File: src/rtl/ni_recv_dma.sv
// Receive DMA: stores header, size and payload flits at consecutive RAM addresses; 0-cycle write latency.
// Backpressure: flit_ready_out is a decode of the state register and is low outside HEADER/SIZE/PAYLOAD.
module ni_recv_dma #(
    parameter int MEMORY_BUS_WIDTH = 32,
    parameter int SIZE             = 1024,
    parameter int ADDR_WIDTH       = 10
) (
    input  logic                        clock,
    input  logic                        reset,
    input  logic                        cfg_start_in,
    input  logic [ADDR_WIDTH-1:0]       cfg_addr_in,
    input  logic                        cfg_ack_in,
    input  logic                        flit_valid_in,
    input  logic [MEMORY_BUS_WIDTH-1:0] flit_data_in,
    output logic                        flit_ready_out,
    output logic                        mem_enable_out,
    output logic                        mem_wb_out,
    output logic [ADDR_WIDTH-1:0]       mem_addr_out,
    output logic [MEMORY_BUS_WIDTH-1:0] mem_data_out,
    output logic                        busy_out,
    output logic                        done_out,
    output logic [15:0]                 count_out
);

    localparam logic [2:0] IDLE    = 3'd0;
    localparam logic [2:0] HEADER  = 3'd1;
    localparam logic [2:0] SIZE_ST = 3'd2;
    localparam logic [2:0] PAYLOAD = 3'd3;
    localparam logic [2:0] DONE    = 3'd4;

    logic [2:0]            state;
    logic [ADDR_WIDTH-1:0] ptr;
    logic [ADDR_WIDTH-1:0] ptr_next;
    logic [15:0]           remaining;
    logic [15:0]           count;
    logic                  accept;

    assign busy_out       = (state == HEADER) || (state == SIZE_ST) || (state == PAYLOAD);
    assign flit_ready_out = busy_out;
    assign done_out       = (state == DONE);
    assign count_out      = count;

    assign accept         = flit_valid_in && flit_ready_out;
    assign mem_enable_out = accept;
    assign mem_wb_out     = accept;
    assign mem_addr_out   = ptr;
    assign mem_data_out   = accept ? flit_data_in : '0;

    // Wrap at the RAM depth, which need not be a power of two.
    assign ptr_next = (ptr == ADDR_WIDTH'(SIZE - 1)) ? '0 : ptr + ADDR_WIDTH'(1);

    always_ff @(posedge clock) begin
        if (reset) begin
            state     <= IDLE;
            ptr       <= '0;
            remaining <= '0;
            count     <= '0;
        end else begin
            if (accept) begin
                ptr   <= ptr_next;
                count <= count + 16'd1;
            end
            case (state)
                IDLE: begin
                    if (cfg_start_in) begin
                        ptr   <= cfg_addr_in;
                        count <= '0;
                        state <= HEADER;
                    end
                end
                HEADER: begin
                    if (accept) state <= SIZE_ST;
                end
                SIZE_ST: begin
                    if (accept) begin
                        remaining <= flit_data_in[15:0];
                        state     <= (flit_data_in[15:0] == 16'd0) ? DONE : PAYLOAD;
                    end
                end
                PAYLOAD: begin
                    if (accept) begin
                        remaining <= remaining - 16'd1;
                        if (remaining == 16'd1) state <= DONE;
                    end
                end
                DONE: begin
                    // ack wins over a coincident start; the CPU re-issues start.
                    if (cfg_ack_in) state <= IDLE;
                end
                default: state <= IDLE;
            endcase
        end
    end

endmodule

File: config.mk
export PLATFORM = sky130hd
export DESIGN_NAME = ni_recv_dma
export DESIGN_NICKNAME = d
export VERILOG_FILES = /design/src/rtl/ni_recv_dma.sv
export SDC_FILE = /design/constraint.sdc
export NUM_CORES = 1
export LEC_CHECK = 0
export CAP_MARGIN = 20
export CORE_MARGIN = 2
export CORE_UTILIZATION = 44
export CTS_CLUSTER_SIZE = 12
export DETAILED_ROUTE_END_ITERATION = 10
export PLACE_DENSITY_LB_ADDON = 0.25
export SYNTH_ARGS = -nofsm -noshare
export SYNTH_HDL_FRONTEND = slang
export SYNTH_SLANG_ARGS = --single-unit
File: constraint.sdc
create_clock -name clock -period 2.2 [get_ports clock]
set_input_delay 0.33 -clock clock [delete_from_list [all_inputs] [get_ports clock]]
set_output_delay 0.33 -clock clock [all_outputs]
set_load 0.05 [all_outputs]
# ---- After elaboration in Yosys (flattened, before gate mapping)
# Cells that the tools add are included.
dict set report totals {
  out_inout_bits 63
  ff_bits 45
}
dict set report op_classes {
  n_eq_ne 12
  n_reduce_logical 8
  n_addsub 3
  muxes 19
}
# operator n
set ops {}
lappend ops {{$mux 16} 5}
lappend ops {{$mux 10} 4}
lappend ops {{$mux 32} 1}
lappend ops {{$pmux 16 s2} 1}
lappend ops {{$mux 3} 7}
lappend ops {{$add 16x1->16 const B} 1}
lappend ops {{$eq 16x1->1 const B} 1}
lappend ops {{$logic_not 16->1} 1}
lappend ops {{$sub 16x1->16 const B} 1}
lappend ops {{$pmux 3 s5} 1}
lappend ops {{$add 10x1->10 const B} 1}
lappend ops {{$eq 10x10->1 const B} 1}
lappend ops {{$ne 2x2->1 const B} 5}
lappend ops {{$eq 3x2->1 const B} 2}
lappend ops {{$reduce_and 6->1} 1}
lappend ops {{$eq 3x1->1 const B} 1}
lappend ops {{$eq 3x3->1 const B} 1}
lappend ops {{$logic_not 3->1} 1}
lappend ops {{$reduce_and 3->1} 1}
lappend ops {{$logic_or 1x1->1} 2}
lappend ops {{$ne 2x1->1 const B} 1}
lappend ops {{$reduce_bool 2->1} 1}
lappend ops {{$logic_and 1x1->1} 1}

# ---- Longest topological paths before layout
# Gate-level depths: netlist of run 1.
dict set report depth {
  ltp_word 7
  ltp_mapped 7
  depth_no_buf 7
}

# ---- Least setup slack after synthesis of run 1
# No wires, ideal clock.
dict set report synth_path {
  kind {reg2out}
  startpoint {register state[2]}
  endpoint {output port mem_data_out[22]}
  path_buffers 1
  path_stages_with_launch 6
  t_arrival_ns 1.919
  required_ns 1.870
  path_slack_ns -0.049
  cell_sequence {dfxtp_1 > and2b_1 > o21ai_0 > inv_1 > clkbuf_1 > and2_1}
}
dict set report synth_between {
  elab_chain_len 5
  elab_cells_between_ends 7
}
# item line
set synth_lines {}
lappend synth_lines {{from (decl)} 31} ;# logic [2:0] state;
lappend synth_lines {{from (signal assigned)} 77} ;# state <= (flit_data_in[15:0] == 16'd0) ? DONE : PAYLOAD;
lappend synth_lines {{$eq 3x1->1 or $eq 3x2->1 (tied branches)} 38} ;# assign busy_out = (state == HEADER) || (state == SIZE_ST) || (state == PAYLOAD);
lappend synth_lines {{$logic_or 1x1->1} 38}
lappend synth_lines {{$logic_or 1x1->1 (*)} 38}
lappend synth_lines {{$logic_and 1x1->1 (*)} 43} ;# assign accept = flit_valid_in && flit_ready_out;
lappend synth_lines {{named net mem_enable_out} 16} ;# output logic mem_enable_out,
lappend synth_lines {{$mux 32 (*)} 47} ;# assign mem_data_out = accept ? flit_data_in : '0;
lappend synth_lines {{to (decl)} 19} ;# output logic [MEMORY_BUS_WIDTH-1:0] mem_data_out,
# Mark *: on every way through the listed nets, which the timed path passes. The rest lies on a longest branch.

# ---- Final worst setup path of run 1
dict set report layout_path {
  startpoint {input port flit_valid_in}
  endpoint {output port mem_data_out[13]}
}
dict set report layout_between {
  elab_chain_len 2
}
# item line
set layout_lines {}
lappend layout_lines {{from (decl)} 13} ;# input logic flit_valid_in,
lappend layout_lines {{$logic_and 1x1->1} 43}
lappend layout_lines {{$mux 32} 47}
# Every way passes these cells.

==> results of run 1 <==
-- placed cells by master (no fill, tap or decap), types with 5 or more instances in the layout --
cell type,n
clkdlybuf4s50_1,72
nor2_1,50
dfxtp_1,45
buf_12,37
and2_1,34
nand2_1,27
nand3_1,17
o21ai_0,16
a21oi_1,16
buf_4,15
nor3_1,14
nor4_1,12
xnor2_1,10
xor2_1,10
a211oi_1,9
inv_1,7
nand4_1,7
a311oi_1,5
clkbuf_8,5
-- layer usage --
metal  share of wire  up-vias  wire length (um)  global-route usage
li1                -     1489                 -                   -
met1            0.42     1408              3348              0.3069
met2            0.50      117              3982              0.4081
met3           0.070       13               562             0.06196
met4           0.014        0               115             0.07869
met5               0        -                 0                   0
-- area by class of cell --
cell class | instances | share of cell area
Clock buffer | 5 | 0.01572
Tap cell | 75 | 0.02143
Multi-Input combinational cell | 282 | 0.3867
Clock inverter | 3 | 0.004859
Inverter | 7 | 0.006002
Sequential cell | 45 | 0.2058
Timing Repair Buffer | 124 | 0.3595
-- worst max path at each step --
| stage | slack (ns) | to | start |
|---|---|---|---|
| after floorplan | 0.23 | mem_data_out[10] | state[2] |
| after global placement | 0.17 | mem_data_out[25] | flit_valid_in |
| after detailed placement | 0.14 | mem_data_out[13] | flit_valid_in |
| after CTS | 0.13 | mem_data_out[13] | flit_valid_in |
| after global routing | 0.06 | mem_data_out[12] | flit_valid_in |
| final | 0.13 | mem_data_out[13] | flit_valid_in |
-- where the power goes --
group          internal, mW  leakage [nW]  switching [mW]
sequential            0.856         0.366          0.0617
combinational         0.414          1.19           0.514
clock                 0.226        0.0445           0.301
total                  1.50          1.60           0.876
-- kinds of logic after synthesis --
| group | after synthesis | share of synthesized area |
|---|---|---|
| AO/OA/AOI/OAI | 69 | 0.1663 |
| XOR/XNOR | 20 | 0.06431 |
| adder cells (fa/ha/maj) | 4 | 0.01837 |
| buffers and inverters | 30 | 0.04777 |
| flip-flops | 45 | 0.3307 |
| multiplexers | 1 | 0.003675 |
| AND/OR/NAND/NOR | 188 | 0.3689 |
-- state kept, by name, summed over array words and instances, names as in the netlist --
signal	cells
remaining	16
count_out	16
state	3
mem_addr_out	10
-- stage by stage --
step | util | cells | area (sq um)
2_1_floorplan | - | 357 | 2725
6_report | 0.7351 | 541 | 4378
5_1_grt | 0.7351 | 541 | 4378
3_3_place_gp | 0.7200 | 533 | 4288
3_5_place_dp | 0.7200 | 533 | 4288
4_1_cts | 0.7351 | 541 | 4378
-- tightest hold or removal path: cells and delay by family (launching register included) --
family | cells | cell delay, ns
flops | 1 | 0.33
buf+inv | 1 | 0.05
compound gates | 1 | 0.05
==> flow_summary.toml, run 1 <==
[cts]
clock-sinks = 45
hold_buffers = 0
cts_buffer_depth = 2
cts_tree = "yes"
clk_pin_slew_ns = 0.09
cts_setup_buffers = 0
cts_max_level = 2
clk_latency_ns = 0.30
root_buffer = "clkbuf_8"
cts_resized = 0
cts_buffers = 5

[detailed_routing]
drc_errors = 0
wl_per_cell_um = 14.80
dr.pass1.iters = 4
antenna_left = 0
drt-total-wl_um = 8009
drtIter0Drc = 139
vias = 3027
routed_via_density = 5.595

[timing]
layout_setup_ws_ns = 0.1279
rsz0062_at_grt = "false"
fin_skew_ns = 0.007285
fmax_mhz = 482.6
relSlewSlack = 0.6227
final.period_utilization = 0.9419
slew_viol_final = 0
hold_viol = 0
finalSetupViolations = 0
worst_slew_pin_slew_ns = 0.5617
hold_ws_ns = 0.4706
setup-tns-final_ns = 0
timing.final.crit_period_ns = 2.072

[global_route]
grt_pass1_vias = 2842
grt_pass1_wl_um = 13020
overflow = 0
grt_max_degree = 23
grt_use_total = 0.2441
antenna_found_initial = 0

[worst_setup_path]
cp.required_ns = 1.87
crit_path_start_kind = "primary input"
reg2reg_to = "remaining[8]"
crit_fanout = 21
rr_startpoint = "remaining[0]"
reg2reg_depth = 7
crit_buf_inv = 4
crit_chain = "clkdlybuf4s50_1, and2b_1, o21ai_0, inv_1, buf_4, and2_1, buf_12"
timing.critical_path.arrival_ns = 1.74
critPathKind = "primary input to output pin"
path_depth = 7
worst_setup_path_end_kind = "output pin"
cp_slowest_cell = "clkdlybuf4s50_1"
cp_top_family = "buffers and inverters"
r2r_slack_ns = 0.25
crit_path_max_incr_delay_ns = 0.49

[synth]
synth-main-ff-cell = "dfxtp_1"
synth_warnings = 0
netlist_area_sq_mm = 0.002724
yosysUniqueCellTypes = 51
synth_nets = 408
synth-edff-count = 0
synth_seq_cells = 45
synth_top_cell_area_share = 0.3307
yosysMostFrequentCell = "nor2_1"
synth_top_area_cell = "dfxtp_1"
synth-async-reset-ratio = 0
synth.avg_cell_area_sq_um = 7.630
yosysSeqAreaShare = 0.3307
yosys-top-cells-count = "50 x nor2_1, 45 x dfxtp_1, 34 x and2_1, 27 x nand2_1, 17 x nand3_1"
synth_area_leaders = "dfxtp_1 33%, and2_1 7.8%, nor2_1 6.9%"
synthCells = 357

[place]
port_buffers = 109
pre_cts_ws_ns = 0.1391
hpwl_um = 6217
globalplace.congestion = 0.8500

[die]
design.core.area_sq_mm = 0.005956
dieHeight_um = 82.68
die-area_sq_mm = 0.006836
row_count = 28
die_w_um = 82.68
initial_core_util = 0.4574
io_pins = 110

[min_path]
hp-class = "flip-flop to flip-flop"
min_from = "remaining[14]"
whs_path_depth = 2
worstHoldEndpoint = "remaining[14]"

[pwr]
total_power_mw = 2.372
leakagePower_nw = 1.601
ir_worst_vdd_mv = 0.4140
powerDensity_mw_per_mm2 = 541.9

[flow_run]
drv_cap = 0

[finish]
diodes = 0
fin_nets = 516
layout-drive-gt1-share = 0.1416
fillers = 460
area_growth_pct = 60.73
multi_input_area_sq_mm = 0.001693
regArea_sq_um = 900.9

[status]
outcome = "finished, final reports clean"
(Power assumes the default switching activity.)
==> run 2: changes to the inputs <==
--- a/config.mk
+++ b/config.mk
@@ -5,11 +5,12 @@
 export SDC_FILE = /design/constraint.sdc
 export NUM_CORES = 1
 export LEC_CHECK = 0
+export ABC_CLOCK_PERIOD_IN_PS = 2200
 export CAP_MARGIN = 20
-export CORE_MARGIN = 2
 export CORE_UTILIZATION = 44
 export CTS_CLUSTER_SIZE = 12
 export DETAILED_ROUTE_END_ITERATION = 10
+export GPL_ROUTABILITY_DRIVEN = 0
 export PLACE_DENSITY_LB_ADDON = 0.25
 export SYNTH_ARGS = -nofsm -noshare
 export SYNTH_HDL_FRONTEND = slang
==> run 2 against run 1 <==
Effect of this change:
- worst hold slack gained 0.034 ns
- die area shrank 4.8%
- combinational power grew 0.9%
- final cell count shrank 0.18%
- clock power grew 20%
- critical path depth is the same
- design area grew 0.91%
- critical path type unchanged
- critical endpoint is now mem_data_out[26]
- highest routed layer unchanged
==> flow_summary.toml, run 2 (synthesized netlist as in run 1, its figures left out) <==
[min_path]
whs_path_depth = 2
hp-class = "flip-flop to flip-flop"

[detailed_routing]
antenna_left = 0
wl_per_cell_um = 14.63
drt-total-wl_um = 7899
drc_errors = 0
dr.pass1.iters = 6
vias = 3015
routed_via_density = 5.583
drtIter0Drc = 198

[finish]
fillers = 432
layout_common_cells = "72 x clkdlybuf4s50_1, 50 x nor2_1, 44 x dfxtp_1, 39 x buf_12, 34 x and2_1"
mostFrequentLayoutCell = "clkdlybuf4s50_1"
layout-drive-gt1-share = 0.1398
fin_nets = 515
area_growth_pct = 62.20
fin_cells = 540
diodes = 0

[timing]
slew_viol_final = 0
worst_slew_pin_slew_ns = 0.6001
timing.final.crit_period_ns = 2.093
fin_skew_ns = 0.009499
setup-tns-final_ns = 0
final.period_utilization = 0.9515
relSlewSlack = 0.5968
finalSetupViolations = 0
rsz0062_at_grt = "false"
layout_setup_ws_ns = 0.1067
hold_viol = 0
fmax_mhz = 477.7

[die]
initial_core_util = 0.4574
die_w_um = 80.68
die-area_sq_mm = 0.006509
design.core.area_sq_mm = 0.005956
io_pins = 110
row_count = 28
dieHeight_um = 80.68

[cts]
clock-sinks = 45
hold_buffers = 0
clk_latency_ns = 0.30
cts_buffer_depth = 2
clk_pin_slew_ns = 0.09
cts_tree = "yes"
root_buffer = "clkbuf_8"
cts_max_level = 2
cts_buffers = 5

[worst_setup_path]
cp_top_family = "buffers and inverters"
timing.critical_path.arrival_ns = 1.76
crit_path_frequent_cell = "buf_12"
critPathKind = "primary input to output pin"
reg2reg_depth = 7
crit_path_start_kind = "primary input"
worst_setup_path_end_kind = "output pin"
rr_startpoint = "remaining[0]"
crit_chain = "clkdlybuf4s50_1, and2b_1, o21ai_0, inv_1, buf_12, and2_1, buf_12"
crit_path_end = "mem_data_out[26]"
crit_path_max_incr_delay_ns = 0.47
crit_buf_inv = 4
critPathLaunch = "flit_valid_in"
r2r_slack_ns = 0.24
cp.required_ns = 1.87
path_depth = 7
crit_fanout = 21
cp_slowest_cell = "clkdlybuf4s50_1"
reg2reg_to = "remaining[8]"

[flow_run]
drv_cap = 0

[place]
port_buffers = 109
dp_cells = 532
hpwl_um = 6052
pre_cts_ws_ns = 0.1075

[pwr]
leakagePower_nw = 1.613
ir_worst_vdd_mv = 0.3461
powerDensity_mw_per_mm2 = 562.4

[global_route]
grt_pass1_wl_um = 13010
grt_pass1_vias = 2821
antenna_found_initial = 0
grt_max_degree = 22
overflow = 0
grt_use_total = 0.2560

[status]
outcome = "finished, final reports clean"
==> run 2: timing repair <==
action	CTS	global route
gates resized for setup	0	1
setup endpoints to repair	0	14
setup buffers	0	0
==> run 2: area by class of cell <==
cell class	count	area, sq um	share of cell area
timing repair buffer	123	1592	0.3602
multi-input combinational	282	1693	0.3832
clock inverter	2	38.79	0.008779
clock buffer	6	72.57	0.01643
inverter	7	26.28	0.005947
tap	75	93.84	0.02124
sequential	45	902.1	0.2042
==> run 2: metal layers <==
| layer | share of wire | up-vias | GRT usage |
|---|---|---|---|
| li1 | - | 1481 | - |
| met2 | 0.48 | 125 | 0.4161 |
| met1 | 0.44 | 1395 | 0.3322 |
| met5 | 0 | - | 0 |
| met3 | 0.065 | 14 | 0.04886 |
| met4 | 0.018 | 0 | 0.09643 |
==> run 2: power by group <==
| part | internal, mW | switching [mW] | leakage [nW] | total [mW] |
|---|---|---|---|---|
| sequential | 0.856 | 0.0602 | 0.367 | 0.916 |
| clock | 0.341 | 0.291 | 0.0554 | 0.633 |
| combinational | 0.423 | 0.514 | 1.19 | 0.936 |
==> run 2: through the flow <==
stage               hold WS (ns)  utilization  power, mW  cell area [sq um]
global route              0.5435       0.7418      2.592               4418
CTS                       0.4983       0.7416      2.490               4417
finish                    0.5047       0.7418      2.485               4418
global placement          0.4496       0.7229      1.852               4305
floorplan                 0.4345            -      1.443               2725
detailed placement        0.4847       0.7229      1.865               4305
==> run 2: worst min-delay path, delay by kind of cell, from the launching register on <==
family	cells	cell delay [ns]
compound gates	2	0.13
flops	1	0.33
==> run 2: worst min-delay path by stage <==
stage                    endpoint  slack (ns)           from
floorplan           remaining[14]        0.43  remaining[14]
global placement    remaining[14]        0.45  remaining[14]
detailed placement  remaining[14]        0.48  remaining[14]
CTS                 remaining[14]        0.50  remaining[14]
global route        remaining[14]        0.54  remaining[14]
finish              count_out[15]        0.50  count_out[15]
